`config.mk`:
```
export PLATFORM = sky130hd
export DESIGN_NAME = sram_like_demux2
export DESIGN_NICKNAME = d
export VERILOG_FILES = /design/src/rtl/sram_like_demux2.sv
export SDC_FILE = /design/constraint.sdc
export NUM_CORES = 1
export LEC_CHECK = 0
export BUFFER_PORTS_ARGS = -buffer_cell sky130_fd_sc_hd__buf_2
export CAP_MARGIN = 30
export CELL_PAD_IN_SITES_DETAIL_PLACEMENT = 0
export CELL_PAD_IN_SITES_GLOBAL_PLACEMENT = 1
export CORE_AREA = 4 4 119 121
export CTS_CLUSTER_SIZE = 16
export DETAILED_ROUTE_END_ITERATION = 10
export DIE_AREA = 0 0 123 125
export PLACE_DENSITY_LB_ADDON = 0.25
export SYNTH_ARGS = -nofsm -noshare
export SYNTH_HDL_FRONTEND = slang
export SYNTH_SLANG_ARGS = --single-unit
```
`constraint.sdc`:
```
create_clock -name clk -period 2.2 [get_ports clk]
set_input_delay 0.22 -clock clk [delete_from_list [all_inputs] [get_ports clk]]
set_output_delay 0.22 -clock clk [all_outputs]
set_load 0.03 [all_outputs]
```
`src/rtl/sram_like_demux2.sv`:
```
// rtl/sram_like_demux2.sv - splits one SRAM-like master bus onto two slaves by address
// Responses return in issue order; only one slave may have transactions in flight at a time.
module sram_like_demux2 #(
   parameter int                 ADDR_W    = 32,
   parameter int                 DATA_W    = 32,
   parameter int                 MAX_OUT   = 4,
   parameter logic [ADDR_W-1:0]  SEL_MASK  = 32'hE000_0000,
   parameter logic [ADDR_W-1:0]  SEL_MATCH = 32'hA000_0000
) (
   input  logic              clk,
   input  logic              resetn,
   input  logic              m_req,
   input  logic              m_wr,
   input  logic [1:0]        m_size,
   input  logic [ADDR_W-1:0] m_addr,
   input  logic [DATA_W-1:0] m_wdata,
   output logic              m_addr_ok,
   output logic              m_data_ok,
   output logic [DATA_W-1:0] m_rdata,
   output logic              s0_req,
   output logic              s0_wr,
   output logic [1:0]        s0_size,
   output logic [ADDR_W-1:0] s0_addr,
   output logic [DATA_W-1:0] s0_wdata,
   input  logic              s0_addr_ok,
   input  logic              s0_data_ok,
   input  logic [DATA_W-1:0] s0_rdata,
   output logic              s1_req,
   output logic              s1_wr,
   output logic [1:0]        s1_size,
   output logic [ADDR_W-1:0] s1_addr,
   output logic [DATA_W-1:0] s1_wdata,
   input  logic              s1_addr_ok,
   input  logic              s1_data_ok,
   input  logic [DATA_W-1:0] s1_rdata
);

   localparam int CNT_W = $clog2(MAX_OUT + 1);

   logic [CNT_W-1:0] r_cnt;
   logic             r_cur_tgt;

   logic w_tgt;
   logic w_full;
   logic w_idle;
   logic w_grant;
   logic w_tgt_addr_ok;
   logic w_cur_data_ok;

   assign w_tgt  = ((m_addr & SEL_MASK) == SEL_MATCH);
   assign w_full = (r_cnt == CNT_W'(MAX_OUT));
   assign w_idle = (r_cnt == '0);

   // Switching slaves waits for the pipe to drain so responses cannot reorder.
   assign w_grant = m_req & ~w_full & (w_idle | (r_cur_tgt == w_tgt));

   assign s0_req = w_grant & ~w_tgt;
   assign s1_req = w_grant &  w_tgt;

   assign s0_wr    = m_wr;
   assign s0_size  = m_size;
   assign s0_addr  = m_addr;
   assign s0_wdata = m_wdata;
   assign s1_wr    = m_wr;
   assign s1_size  = m_size;
   assign s1_addr  = m_addr;
   assign s1_wdata = m_wdata;

   assign w_tgt_addr_ok = w_tgt ? s1_addr_ok : s0_addr_ok;
   assign m_addr_ok     = w_grant & w_tgt_addr_ok;

   assign w_cur_data_ok = r_cur_tgt ? s1_data_ok : s0_data_ok;
   assign m_data_ok     = ~w_idle & w_cur_data_ok;
   assign m_rdata       = r_cur_tgt ? s1_rdata : s0_rdata;

   always_ff @(posedge clk or negedge resetn) begin
      if (!resetn) begin
         r_cnt     <= '0;
         r_cur_tgt <= 1'b0;
      end else begin
         if (m_addr_ok)
            r_cur_tgt <= w_tgt;
         case ({m_addr_ok, m_data_ok})
            2'b10:   r_cnt <= r_cnt + CNT_W'(1);
            2'b01:   r_cnt <= r_cnt - CNT_W'(1);
            default: r_cnt <= r_cnt;
         endcase
      end
   end

endmodule

```
==> results of run 1 <==
==> cell families after synthesis <==
logic type	after synthesis	synth area share, %
flip-flops	4	5.79
buffers and inverters	143	61.5
adder cells (fa/ha/maj)	2	1.88
multiplexers	35	22.6
AND/OR/NAND/NOR	7	2.39
XOR/XNOR	4	2.03
AO/OA/AOI/OAI	8	3.77
==> power by group <==
part	internal (mW)	leakage (nW)	total (mW)	switching (mW)
sequential	0.119	0.0447	0.148	0.0293
combinational	0.578	0.711	1.46	0.885
clock	0.240	0.0382	0.293	0.0534
total	0.937	0.794	1.90	0.967
==> through the flow <==
stage,hold WS (ps),std cells,instance area [um^2]
after floorplan,-75.6,203,1740
after global routing,334,363,1600
after global placement,37.0,358,1510
after detailed placement,38.4,358,1510
final,313,363,1600
after CTS,306,363,1600
==> path summary, 6_finish.rpt <==
| check | start | endpoint | slack, ps | cells past startpoint |
|---|---|---|---|---|
| hold reg to reg | r_cnt[0] | r_cnt[0] | 580 | 2 |
| hold / removal | s0_addr_ok | r_cur_tgt | 310 | 3 |
| setup reg to reg | r_cnt[1] | r_cnt[2] | 160 | 9 |
| setup / recovery | r_cnt[1] | r_cnt[2] | 160 | 9 |
| max in group asynchronous | resetn | r_cur_tgt | 1710 | 2 |
| min in group asynchronous | resetn | r_cnt[1] | 350 | 2 |
==> metal layers <==
layer	track usage (%)	vias up	wire length (um)
met5	0	-	0
met1	5.39	454	1490
met4	4.23	0	225
met3	3.12	35	763
li1	-	487	-
met2	7.08	102	1790
==> tightest hold or removal path: stages <==
cell	delay (ps)
buf_2	90
nand2_1	50
o2bb2ai_1	130
==> placed cells by master (no fill, tap or decap), types with 2 or more instances in the layout <==
cell	instances
clkbuf_16	3
nand2_1	2
a211oi_1	2
dfrtp_1	3
buf_4	2
mux2i_1	3
mux2_2	32
buf_2	115
xnor2_1	3
nor2_1	2
inv_1	5
==> cell type report <==
| type | instances | area [um^2] | area share (%) |
|---|---|---|---|
| flip-flops and latches | 4 | 101 | 6.33 |
| clock buffers | 4 | 78.8 | 4.92 |
| well taps | 176 | 220 | 13.7 |
| inverters | 5 | 18.8 | 1.17 |
| repair buffers | 118 | 601 | 37.5 |
| multi-input cells | 56 | 582 | 36.3 |
==> registers in the layout (all words and copies together) (netlist names) <==
| register | flops |
|---|---|
| r_cur_tgt | 1 |
| r_cnt | 3 |
==> what timing repair did <==
action / CTS / global route
setup endpoints to repair: 0 / 1
hold endpoints to repair: 4 / 0
hold buffers: 1 / 0
resized for setup: 0 / 1
==> reports/qor.log, run 1 <==
INFO  outcome        outcome=finished clean
INFO  critical_path  timing.critical_path.required=2350ps
INFO  sta            setup_ws=159ps
INFO  global_routing grt_max_degree=37
INFO  die            std_cell_rows=42
INFO  routing        drt-total-wl=4270um
INFO  critical_path  critical-path-top-delay-family=adder cells
INFO  critical_path  critPathKind=reg2reg
INFO  placed_design  io_buffer_count=115
INFO  global_routing grt_first_pass_wirelength=6020um
INFO  yosys          synth-seq-area-share=5.79%
INFO  die            start_util=13.2%
INFO  cts            post-cts-setup-buffers=0
INFO  cts            tritoncts=yes
INFO  routing        first_pass_detailed_route_iteration_total=2
INFO  die            coreArea=13,100um^2
INFO  power_and_ir_drop vdd.ir_drop.worst=270uV
INFO  sta            rsz0062_at_grt=no
INFO  global_routing grt_overflow_total=0
INFO  yosys          synth_cell_type_count=23
INFO  sta            finalClockSkew=3.06ps
INFO  cts            worst_setup_hold_path_clk_slew=30ps
INFO  cts            clockBufferDepth=2
INFO  critical_path  crit_path_max_fanout=4
INFO  sta            fmax=0.490GHz
INFO  routing        post_drt_antenna_nets=0
INFO  layout         num-fill-cells=1,525
INFO  critical_path  critical_path.startpoint_type=register
INFO  cts            clk_latency=230ps
INFO  yosys          ys_seq_elements=4
INFO  die            die_h=125um
INFO  power_and_ir_drop total_power=1.90mW
INFO  layout         syn_to_final_growth=-7.31%
INFO  routing        detail_route.wl_per_cell=11.8um
INFO  power_and_ir_drop cellLeakagePower=0.794nW
INFO  yosys          synth.net_count=343
INFO  die            ios=308
INFO  die            design.die.area=15,400um^2
INFO  run            cap_viol_max_count=0
INFO  routing        drt_iter0_drc=16
INFO  yosys          synth_top_area_cell=buf_4
INFO  critical_path  path_buf_inv=1
INFO  yosys          synth-main-ff-cell=dfrtp_1
INFO  routing        routed-via-count=1,078
INFO  layout         n_antenna_cell=0
INFO  global_routing number_of_global_route_vias_before_repair=1,153
INFO  sta            setup_total_negative_slack=0ps
INFO  placed_design  gp_congestion=0.645
INFO  sta            timing.final.max_slew_violations=0
INFO  yosys          synth_top_area_share=58.2%
INFO  sta            period_utilization_post_route=92.8%
INFO  yosys          synth_enable_flop_cells=0
INFO  cts            cts_root_buf=clkbuf_16
INFO  global_routing global_route.usage.total=5.09%
INFO  yosys          ys_top_cells_by_area=buf_4, mux2_2, dfrtp_1
INFO  worst_hold_path worstHoldPathType=in2reg
INFO  critical_path  worst_setup_path_end_kind=register
INFO  yosys          netlist_area_before_placement=1730um^2
INFO  cts            ctsHtreeMaxLevel=1
INFO  routing        drc=0
INFO  routing        post_drt_via_cell_ratio=2.97
INFO  power_and_ir_drop power.density_cell_area=1190nW/um^2
INFO  layout         drive_above_1_share=84.0%
INFO  cts            number_of_cts_inserted_buffers=3
INFO  die            dieWidth=123um
INFO  yosys          synth_common_cells=buf_4, mux2_2, inv_1
INFO  placed_design  place_hpwl=3720um
INFO  placed_design  dp_worst_setup_slack=89.7ps
INFO  sta            setup_viol=0
INFO  sta            tightestPinTransition=453ps
INFO  sta            shortest_period_the_worst_path_allows=2040ps
INFO  cts            clock-sinks=4
INFO  critical_path  critical-path-slowest-cell=dfrtp_1
INFO  sta            timing.max_slew.rel_slack=69.4%
INFO  critical_path  critical_path.cell_chain=or2_4 -> o21ai_4 -> a211o_1 -> ha_1 -> inv_1 -> fa_1 -> xor2_1 -> nor2_1 -> xnor2_1
INFO  yosys          async_flop_share=100%
INFO  critical_path  worst-endpoint-arrival=2190ps
INFO  yosys          synth.yosys.warnings=0
INFO  sta            finalHoldViolations=0
INFO  layout         final_nets=328
INFO  yosys          syn_avg_cell_area=8.51um^2
INFO  layout         finalCoreUtilization=12.2%
INFO  global_routing antenna_found_initial=0
INFO  critical_path  worst_path_largest_cell_delay=390ps
INFO  yosys          synthesis.instances=203
INFO  yosys          synthMostInstantiatedCell=buf_4
(Power assumes the default switching activity.)
==> inputs of run 2 (changes only) <==
--- a/config.mk
+++ b/config.mk
@@ -9,10 +9,11 @@
 export CAP_MARGIN = 30
 export CELL_PAD_IN_SITES_DETAIL_PLACEMENT = 0
 export CELL_PAD_IN_SITES_GLOBAL_PLACEMENT = 1
-export CORE_AREA = 4 4 119 121
+export CORE_ASPECT_RATIO = 0.7
+export CORE_MARGIN = 4
+export CORE_UTILIZATION = 14
 export CTS_CLUSTER_SIZE = 16
 export DETAILED_ROUTE_END_ITERATION = 10
-export DIE_AREA = 0 0 123 125
 export PLACE_DENSITY_LB_ADDON = 0.25
 export SYNTH_ARGS = -nofsm -noshare
 export SYNTH_HDL_FRONTEND = slang
==> constraint.sdc (replaced) <==
create_clock -name clk -period 1.65 [get_ports clk]
set_input_delay 0.165 -clock clk [delete_from_list [all_inputs] [get_ports clk]]
set_output_delay 0.165 -clock clk [all_outputs]
set_load 0.03 [all_outputs]
==> run 2 against run 1 <==
The flow now finishes with violations (negative setup slack). Sequential share of layout area shrank 1.5 points. Total power grew 92%. Fmax grew 9.0%. Critical path depth is the same. First-iteration DRC count grew 25%. Utilization grew 5.3 points. Combinational power grew 110%. Routed wire length grew 16%. Flip-flop and latch count is the same. Highest routed layer unchanged.
==> reports/qor.log, run 2 (synthesis gave the netlist of run 1 again) <==
INFO  outcome        outcome=finished with violations
INFO  outcome        violations=negative setup slack
INFO  cts            tritoncts=yes
INFO  sta            period_utilization_post_route=114% [+21 points]
INFO  cts            clk_latency=230ps [about the same]
INFO  critical_path  path_buf_inv=1 [unchanged]
INFO  critical_path  worst-endpoint-arrival=2020ps [-170 ps]
INFO  power_and_ir_drop vdd.ir_drop.worst=702uV [+160%]
INFO  critical_path  r2r_setup_slack=-220ps [-380 ps]
INFO  die            ios=308 [unchanged]
INFO  layout         max_flop_register=r_cnt
INFO  layout         final_cell_mix=buf_2, buf_6, buf_4
INFO  layout         final-instance-count-excl-fill=368 [+1.4%]
INFO  die            start_util=14.5% [+1.3 points]
INFO  critical_path  timing.rr.end=r_cnt[2]
INFO  layout         final_nets=352 [+7.3%]
INFO  layout         num-fill-cells=1,347 [-12%]
INFO  die            design.die.area=14,200um^2 [-7.6%]
INFO  critical_path  worst_setup_path_end_kind=register
INFO  routing        first_pass_detailed_route_iteration_total=5 [+3]
INFO  placed_design  place_hpwl=3720um [unchanged]
INFO  sta            finalClockSkew=5.47ps [+2.41 ps]
INFO  critical_path  critPathKind=reg2reg
INFO  layout         syn_to_final_growth=21.0%
INFO  sta            timing.max_slew.rel_slack=74.0% [+4.6 points]
INFO  routing        drt_iter0_drc=20 [+4]
INFO  sta            fmax=0.534GHz [+9.0%]
INFO  routing        drc=0 [unchanged]
INFO  routing        post_drt_via_cell_ratio=3.24 [+9.3%]
INFO  routing        post_drt_antenna_nets=0 [unchanged]
INFO  worst_hold_path worstHoldPathType=in2reg
INFO  placed_design  dpl_cell_area=1640um^2 [+8.8%]
INFO  sta            timing.final.max_slew_violations=0 [unchanged]
INFO  global_routing grt_first_pass_wirelength=6020um [-0.12%]
INFO  cts            clock-sinks=4 [unchanged]
INFO  critical_path  critical_path.cell_chain=or2_4 -> o21ai_4 -> a211o_1 -> ha_4 -> inv_2 -> fa_2 -> xor2_1 -> nor2_1 -> xnor2_1
INFO  sta            finalHoldViolations=0 [unchanged]
INFO  cts            ctsHtreeMaxLevel=1 [unchanged]
INFO  routing        drt-total-wl=4960um [+16%]
INFO  run            cap_viol_max_count=0 [unchanged]
INFO  layout         post-route-cell-area=2090um^2 [+31%]
INFO  sta            setup_total_negative_slack=-1220ps [-1220 ps]
INFO  critical_path  worst_r2r_startpoint=r_cnt[1]
INFO  placed_design  gp_congestion=0.740 [+15%]
INFO  critical_path  critical-path-slowest-cell=dfrtp_1
INFO  layout         n_antenna_cell=0 [unchanged]
INFO  global_routing global_route.usage.total=5.27% [+0.18 points]
INFO  routing        routed-via-count=1,194 [+11%]
INFO  critical_path  cp.depth=9 [unchanged]
INFO  layout         ff_latch_area=101um^2 [unchanged]
INFO  sta            setup_ws=-223ps [-382 ps]
INFO  critical_path  critical_path.startpoint_type=register
INFO  layout         drive_above_1_share=89.6% [+5.6 points]
INFO  die            coreArea=11,900um^2 [-9.1%]
INFO  critical_path  worst_path_largest_cell_delay=360ps [-30 ps]
INFO  global_routing antenna_found_initial=0 [unchanged]
INFO  sta            setup_viol=24 [+24]
INFO  critical_path  cp-startpoint=r_cnt[1]
INFO  cts            worst_setup_hold_path_clk_slew=30ps [about the same]
INFO  sta            rsz0062_at_grt=yes
INFO  layout         largest_registers=r_cnt (3), r_cur_tgt (1)
INFO  routing        detail_route.wl_per_cell=13.5um [+15%]
INFO  placed_design  dp_cells=356 [-0.56%]
INFO  die            std_cell_rows=33 [-21%]
INFO  die            die_h=101um [-19%]
INFO  sta            tightestPinTransition=384ps [-68.8 ps]
INFO  global_routing number_of_global_route_vias_before_repair=1,175 [+1.9%]
INFO  cts            number_of_cts_inserted_buffers=3 [unchanged]
INFO  layout         mostFrequentLayoutCell=buf_2
INFO  die            dieWidth=141um [+14%]
INFO  placed_design  io_buffer_count=115 [unchanged]
INFO  cts            cts_root_buf=clkbuf_16
INFO  sta            shortest_period_the_worst_path_allows=1870ps [-168 ps]
INFO  critical_path  critical_path.endpoint=r_cnt[2]
INFO  critical_path  timing.critical_path.required=1790ps [-560 ps]
INFO  layout         multi_input_gate_area=689um^2 [+18%]
INFO  cts            clockBufferDepth=2 [unchanged]
INFO  critical_path  crit_path_max_fanout=3 [-1]
INFO  power_and_ir_drop cellLeakagePower=1.07nW [+35%]
INFO  critical_path  critical-path-top-delay-family=adder cells
INFO  layout         largest_register_ffs=3 [unchanged]
INFO  global_routing grt_overflow_total=0 [unchanged]
INFO  critical_path  reg2regPathDepth=9 [unchanged]
INFO  power_and_ir_drop power.density_cell_area=1750nW/um^2 [+47%]
INFO  global_routing grt_max_degree=21 [-43%]
## run 2: cell type report
type	instances	area share, %
multi-input combinational	56	33.0
timing repair buffer	142	48.1
clock buffer	4	3.77
tap	157	9.40
sequential	4	4.85
inverter	5	0.898
## run 2: metrics by stage
stage / worst slack, ps / hold slack [ps] / total power [mW] / utilization (%)
after global placement: -312 / -11.5 / 2.49 / 13.8
after floorplan: -458 / -131 / 2.37 / -
after global routing: -329 / 278 / 3.89 / 17.6
after CTS: -238 / 267 / 2.97 / 14.8
after detailed placement: -330 / -16.8 / 2.47 / 13.8
final: -223 / 251 / 3.65 / 17.6
## run 2: worst min path at each step
stage                     end       start  slack, ps  depth (start not counted)
CTS                 r_cur_tgt  s0_addr_ok        270                          3
detailed placement   r_cnt[0]      resetn        -20                          1
global route        r_cur_tgt  s0_addr_ok        280                          3
global placement     r_cnt[0]      resetn        -10                          1
finish              r_cur_tgt  s0_addr_ok        250                          3
floorplan            r_cnt[0]      resetn       -130                          0
## run 2: timing repair
item,CTS,global route
pin swaps,3,1
resized for setup,8,88
hold buffers,1,0
hold endpoints to repair,4,0
setup buffers,2,3
cloned,0,3
setup endpoints to repair,34,22
## run 2: report_power, final
group | switching [mW] | total (mW) | internal, mW | leakage, nW
combinational | 1.46 | 3.05 | 1.59 | 0.989
clock | 0.0760 | 0.396 | 0.320 | 0.0382
sequential | 0.0497 | 0.208 | 0.159 | 0.0447
## run 2: layer usage
layer | share of wire [%] | wire [um] | vias to the layer above | GRT usage (%)
met5 | 0 | 0 | - | 0
met4 | 0.81 | 40 | 0 | 1.64
met3 | 19 | 959 | 8 | 5.41
met2 | 42 | 2090 | 133 | 7.24
met1 | 38 | 1870 | 517 | 5.48
li1 | - | - | 536 | -
## run 2: worst min-delay path, stage by stage
cell	delay [ps]
buf_2	90
nand2_1	50
o2bb2ai_1	130
